==> src/rtl/i2s_tx_ctrl_if.sv <==
// Signal bundle between the I2S TX sequencer and its config/FIFO/channel neighbours.
// frame_cnt_o is only present when I2S_TX_CTRL_FRAME_CNT_EN is defined.
interface i2s_tx_ctrl_if
`ifdef I2S_TX_CTRL_FRAME_CNT_EN
    #(parameter int FRAME_CNT_W = 16)
`endif
    ;
    logic       cfg_en_i;
    logic [4:0] cfg_wlen_i;
    logic [2:0] cfg_wnum_i;
    logic       fifo_data_valid_i;
    logic       fifo_data_ready_i;
    logic       ch_en_o;
    logic       i2s_ws_o;
    logic       busy_o;
    logic       err_underrun_o;
`ifdef I2S_TX_CTRL_FRAME_CNT_EN
    logic [FRAME_CNT_W-1:0] frame_cnt_o;
`endif

    modport master (
        input  cfg_en_i, cfg_wlen_i, cfg_wnum_i, fifo_data_valid_i, fifo_data_ready_i,
`ifdef I2S_TX_CTRL_FRAME_CNT_EN
        output frame_cnt_o,
`endif
        output ch_en_o, i2s_ws_o, busy_o, err_underrun_o
    );

    modport slave (
        output cfg_en_i, cfg_wlen_i, cfg_wnum_i, fifo_data_valid_i, fifo_data_ready_i,
`ifdef I2S_TX_CTRL_FRAME_CNT_EN
        input  frame_cnt_o,
`endif
        input  ch_en_o, i2s_ws_o, busy_o, err_underrun_o
    );
endinterface

==> src/rtl/i2s_tx_ctrl.sv <==
// Master-mode WS/enable sequencer for one I2S TX channel (sck domain).
// Optional completed-frame counter enabled by macro I2S_TX_CTRL_FRAME_CNT_EN.
module i2s_tx_ctrl #(
    parameter int PRIME_WORDS = 2
`ifdef I2S_TX_CTRL_FRAME_CNT_EN
    , parameter int FRAME_CNT_W = 16
`endif
) (
    input logic          sck_i,
    input logic          rstn_i,
    i2s_tx_ctrl_if.master bus
);

    typedef enum logic [1:0] {IDLE, PRIME, RUN, DRAIN} state_t;

    localparam logic [1:0] PRIME_TGT = 2'(PRIME_WORDS);

    state_t     state, state_next;
    logic       ws, ws_next;
    logic [4:0] bit_cnt, bit_next, wlen;
    logic [2:0] word_cnt, word_next, wnum;
    logic [1:0] prime_cnt, prime_next;
    logic       err, err_next;
    logic       latch_cfg;
    logic       right_done;
    logic       term;
    logic       handshake;

    assign term      = (bit_cnt == wlen) && (word_cnt == wnum);
    assign handshake = bus.fifo_data_valid_i & bus.fifo_data_ready_i;

    always_ff @(posedge sck_i or negedge rstn_i) begin
        if (!rstn_i) begin
            state     <= IDLE;
            ws        <= 1'b0;
            bit_cnt   <= '0;
            word_cnt  <= '0;
            prime_cnt <= '0;
            err       <= 1'b0;
            wlen      <= '0;
            wnum      <= '0;
        end else begin
            state     <= state_next;
            ws        <= ws_next;
            bit_cnt   <= bit_next;
            word_cnt  <= word_next;
            prime_cnt <= prime_next;
            err       <= err_next;
            if (latch_cfg) begin
                wlen <= bus.cfg_wlen_i;
                wnum <= bus.cfg_wnum_i;
            end
        end
    end

    always_comb begin
        state_next = state;
        ws_next    = ws;
        bit_next   = bit_cnt;
        word_next  = word_cnt;
        prime_next = prime_cnt;
        err_next   = 1'b0;
        latch_cfg  = 1'b0;
        right_done = 1'b0;
        case (state)
            IDLE: begin
                ws_next    = 1'b0;
                bit_next   = '0;
                word_next  = '0;
                prime_next = '0;
                if (bus.cfg_en_i) begin
                    state_next = PRIME;
                    ws_next    = 1'b1;
                    latch_cfg  = 1'b1;
                end
            end
            PRIME: begin
                // A stop request wins over a handshake that would finish priming.
                ws_next = 1'b1;
                if (!bus.cfg_en_i) begin
                    state_next = IDLE;
                    ws_next    = 1'b0;
                    prime_next = '0;
                end else if (handshake) begin
                    if (prime_cnt + 2'd1 == PRIME_TGT) begin
                        state_next = RUN;
                        ws_next    = 1'b0;
                        prime_next = '0;
                    end else begin
                        prime_next = prime_cnt + 2'd1;
                    end
                end
            end
            RUN, DRAIN: begin
                err_next = bus.fifo_data_ready_i & ~bus.fifo_data_valid_i;
                if (term) begin
                    bit_next  = '0;
                    word_next = '0;
                    ws_next   = ~ws;
                end else if (bit_cnt == wlen) begin
                    bit_next  = '0;
                    word_next = word_cnt + 3'd1;
                end else begin
                    bit_next = bit_cnt + 5'd1;
                end
                right_done = term & ws;
                // Stopping is only allowed once a full right half has gone out.
                if (bus.cfg_en_i) begin
                    state_next = RUN;
                end else if (right_done) begin
                    state_next = IDLE;
                    ws_next    = 1'b0;
                end else begin
                    state_next = DRAIN;
                end
            end
            default: begin
                state_next = IDLE;
                ws_next    = 1'b0;
            end
        endcase
    end

`ifdef I2S_TX_CTRL_FRAME_CNT_EN
    logic [FRAME_CNT_W-1:0] frame_cnt;

    always_ff @(posedge sck_i or negedge rstn_i) begin
        if (!rstn_i) begin
            frame_cnt <= '0;
        end else if (latch_cfg) begin
            frame_cnt <= '0;
        end else if (right_done && (frame_cnt != {FRAME_CNT_W{1'b1}})) begin
            frame_cnt <= frame_cnt + 1'b1;
        end
    end

    assign bus.frame_cnt_o = frame_cnt;
`endif

    assign bus.ch_en_o        = (state != IDLE);
    assign bus.busy_o         = (state != IDLE);
    assign bus.i2s_ws_o       = ws;
    assign bus.err_underrun_o = err;

endmodule

==> src/flat_wrapper.sv <==
// flat-port wrapper written by rule: the top's interface ports become plain ports
module i2s_tx_ctrl_flat 
#(
    parameter int PRIME_WORDS = 2

)
  (sck_i, rstn_i, bus_cfg_en_i, bus_cfg_wlen_i, bus_cfg_wnum_i, bus_fifo_data_valid_i, bus_fifo_data_ready_i, bus_ch_en_o, bus_i2s_ws_o, bus_busy_o, bus_err_underrun_o);
  i2s_tx_ctrl_if bus_i ();
  input logic sck_i;
  input logic rstn_i;
  input wire logic [$bits(bus_i.cfg_en_i)-1:0] bus_cfg_en_i;
  input wire logic [$bits(bus_i.cfg_wlen_i)-1:0] bus_cfg_wlen_i;
  input wire logic [$bits(bus_i.cfg_wnum_i)-1:0] bus_cfg_wnum_i;
  input wire logic [$bits(bus_i.fifo_data_valid_i)-1:0] bus_fifo_data_valid_i;
  input wire logic [$bits(bus_i.fifo_data_ready_i)-1:0] bus_fifo_data_ready_i;
  output wire logic [$bits(bus_i.ch_en_o)-1:0] bus_ch_en_o;
  output wire logic [$bits(bus_i.i2s_ws_o)-1:0] bus_i2s_ws_o;
  output wire logic [$bits(bus_i.busy_o)-1:0] bus_busy_o;
  output wire logic [$bits(bus_i.err_underrun_o)-1:0] bus_err_underrun_o;
  assign bus_i.cfg_en_i = bus_cfg_en_i;
  assign bus_i.cfg_wlen_i = bus_cfg_wlen_i;
  assign bus_i.cfg_wnum_i = bus_cfg_wnum_i;
  assign bus_i.fifo_data_valid_i = bus_fifo_data_valid_i;
  assign bus_i.fifo_data_ready_i = bus_fifo_data_ready_i;
  assign bus_ch_en_o = bus_i.ch_en_o;
  assign bus_i2s_ws_o = bus_i.i2s_ws_o;
  assign bus_busy_o = bus_i.busy_o;
  assign bus_err_underrun_o = bus_i.err_underrun_o;
  i2s_tx_ctrl #(.PRIME_WORDS(PRIME_WORDS)) u_core (.sck_i(sck_i), .rstn_i(rstn_i), .bus(bus_i));
endmodule
==> config.mk <==
export PLATFORM = sky130hd
export DESIGN_NAME = i2s_tx_ctrl_flat
export DESIGN_NICKNAME = d
export VERILOG_FILES = /design/src/rtl/i2s_tx_ctrl_if.sv /design/src/rtl/i2s_tx_ctrl.sv /design/src/flat_wrapper.sv
export SDC_FILE = /design/constraint.sdc
export NUM_CORES = 1
export LEC_CHECK = 0
export ABC_AREA = 1
export BUFFER_PORTS_ARGS = -buffer_cell sky130_fd_sc_hd__buf_2
export CAP_MARGIN = 10
export CORE_UTILIZATION = 58
export CTS_BUF_LIST = sky130_fd_sc_hd__clkbuf_8
export DETAILED_ROUTE_END_ITERATION = 7
export HOLD_SLACK_MARGIN = 0.06
export PLACE_DENSITY = 0.77
export SYNTH_ARGS = -nofsm -noshare
export SYNTH_HDL_FRONTEND = slang
export SYNTH_SLANG_ARGS = --single-unit
==> constraint.sdc <==
create_clock -name sck_i -period 1.6 [get_ports sck_i]
set_input_delay 0.08 -clock sck_i [delete_from_list [all_inputs] [get_ports sck_i]]
set_output_delay 0.08 -clock sck_i [all_outputs]
set_load 0.01 [all_outputs]
==> flow_summary.toml <==
[grt]
grt_pass1_vias = 894
grt_max_degree = 23
grt_pass1_wl_mm = 3.79
track_usage_pct = 25.0
grt-ovfl-total = 0
antenna_found_initial = 0

[clocking]
post_cts_buffers = 0
cts-buffers-inserted = 3
insertion_delay_ns = 0.25
cts_resized = 0
clock-sinks = 22
cts_tree = "built"
clockRootBuffer = "clkbuf_8"
cts_buffer_depth = 2
clk_pin_slew_ns = 0.08
htree_levels = 1

[die]
die-area_um2 = 2160
die_w_um = 46.4
rows = 15
start_util_pct = 64.2
coreArea_um2 = 1780
io_pins = 17
die_h_um = 46.4

[run]
cap_violations = 0

[logic_synthesis]
synth_area_per_cell_um2 = 9.38
yosysTopAreaCellShare_pct = 48.1
synth_cell_types = 27
synth.area.top_cells = "dfrtp_1 (48%), nand2_1 (7.9%), inv_1 (3.9%), mux2_1 (3.9%), xnor2_1 (3.8%)"
postSynthCellCount = 122
yosysWarnings = 0
yosysTopAreaCell = "dfrtp_1"
synth_fp_nets = 138
syn-cell-area_um2 = 1140
synth_seq_cells = 22
yosysSeqAreaShare_pct = 48.1

[sta]
tns_ns = 0
rsz0062_at_grt = "false"
slew_violations = 0
period_needed_ns = 1.48
hold_viol_final = 0
worst_pin_slew_ns = 0.492
fin_worst_skew_ns = 0.000939
fmax_mhz = 676
setup_viol = 0
relSlewSlack_pct = 67.2
fin_crit_sh_pct = 92.4
worst_slack_ns = 0.121
timing.hold.ws_ns = 0.0636

[routing]
drt_iter0_drc = 14
vias_per_cell = 5.00
drc = 0
vias = 865
routedWlPerCell_um = 12.2
postRouteAntennaNets = 0
dr.pass1.iters = 4
wirelength_mm = 2.12

[setup_path]
critPathKind = "register to register"
cpPeakStageDelay_ns = 0.46
cp_slowest_cell = "dfrtp_1"
cp-start-kind = "register"
path_max_fanout = 5
endpoint_kind = "register"
cp.required_ns = 1.75
cpMostUsedCell = "nand2_2"
crit_family = "flip-flops"
path_cells = "inv_2 -> nand2_2 -> nand2_2 -> nor2_4 -> nand3_4 -> nor2_1 -> ha_1 -> a21oi_1 -> o21a_1"
cp.buffers_inverters = 1
crit_arrival_ns = 1.63

[final_layout]
num_antenna_cells = 0
layout-drive-gt1-share_pct = 25.7
final_common_cell = "nand2_1"
final_net_count = 165
syn2layout_area_growth_pct = 19.9
fill_cells = 130
finalNonFillerCells = 173
final_util_pct = 77.0
layout_common_cells = "nand2_1 (24), dfrtp_1 (22), buf_2 (16), inv_1 (12)"
fin_area_um2 = 1370

[power_and_ir_drop]
power.total_mw = 2.27
leakagePower_nw = 0.690
vdd_ir_drop_max_v = 0.00122
power.density_nw_per_um2 = 1650

[place]
dpl_cell_area_um2 = 1250
hpwlAfterDp_mm = 1.50
numPortBuffers = 16
place.gp.congestion = 0.802
placed_cells = 162
pre_cts_ws_ns = 0.177

[run_status]
status = "completed"

[min_path]
hold_class = "input port to register"
## logic make-up after synthesis
group           Yosys count  synth area share, %
xor+xnor                  8                 6.12
compound gates           16                 7.98
fa+ha+maj                 3                 3.28
flops                    22                 48.1
buf+inv                  18                 7.21
mux                       4                 3.93
simple gates             51                 23.4
## registers in the layout (all words and copies together) (netlist names)
register / cells
u_core.bit_cnt: 5
u_core.bus.err_underrun_o: 1
u_core.bus.i2s_ws_o: 1
u_core.prime_cnt: 2
u_core.state: 2
u_core.wlen: 5
u_core.wnum: 3
u_core.word_cnt: 3
## path summary, 6_finish.rpt
check / start / endpoint / slack, ns / cells past startpoint
hold / removal: bus_cfg_wlen_i[2] / u_core.wlen[2] / 0.06 / 3
setup reg to reg: u_core.bit_cnt[2] / u_core.state[1] / 0.12 / 9
min in group asynchronous: rstn_i / u_core.wlen[2] / 0.32 / 2
setup / recovery: u_core.bit_cnt[2] / u_core.state[1] / 0.12 / 9
hold reg to reg: u_core.prime_cnt[1] / u_core.prime_cnt[1] / 0.50 / 2
max in group asynchronous: rstn_i / u_core.word_cnt[1] / 0.95 / 2
## timing repair
action / CTS / global route
setup endpoints to repair: 0 / 0
hold buffers: 7 / 0
endpoints found under the hold margin: 27 / 0
## layer usage
metal	track usage, %	share of wire (%)	up-vias
met3	5.10	2.1	6
met4	10.6	2.1	0
li1	-	-	442
met1	32.5	49	401
met5	0	0	-
met2	40.0	47	16
## power breakdown
group          switching [mW]  leakage (nW)  internal [mW]
sequential              0.168         0.274          0.752
combinational           0.567         0.387          0.396
clock                   0.168        0.0288          0.219
## Yosys cell counts (all sizes together)
| cell type | n |
|---|---|
| o21ai | 4 |
| inv | 15 |
| buf | 3 |
| o311ai | 1 |
| a21oi | 7 |
| nand2 | 30 |
| xnor2 | 5 |
| mux2 | 4 |
| xor2 | 3 |
| dfrtp | 22 |
| ha | 3 |
| nor2 | 12 |
| o22ai | 2 |
| nand3 | 9 |
| o31ai | 1 |
| o21a | 1 |
## layout make-up
cell class / count / area, um^2 / area share [%]
inverters: 15 / 58.8 / 4.28
flip-flops and latches: 22 / 551 / 40.1
repair buffers: 25 / 165 / 12.0
well taps: 25 / 31.3 / 2.28
multi-input cells: 82 / 512 / 37.3
clock buffers: 4 / 55.1 / 4.01
## worst min-delay path: cells and delay by family
kind | cells | cell delay [ns]
AO/OA/AOI/OAI | 1 | 0.09
AND/OR/NAND/NOR | 1 | 0.03
buffers and inverters | 1 | 0.07
Note: power is estimated with default switching activity, not from simulation.
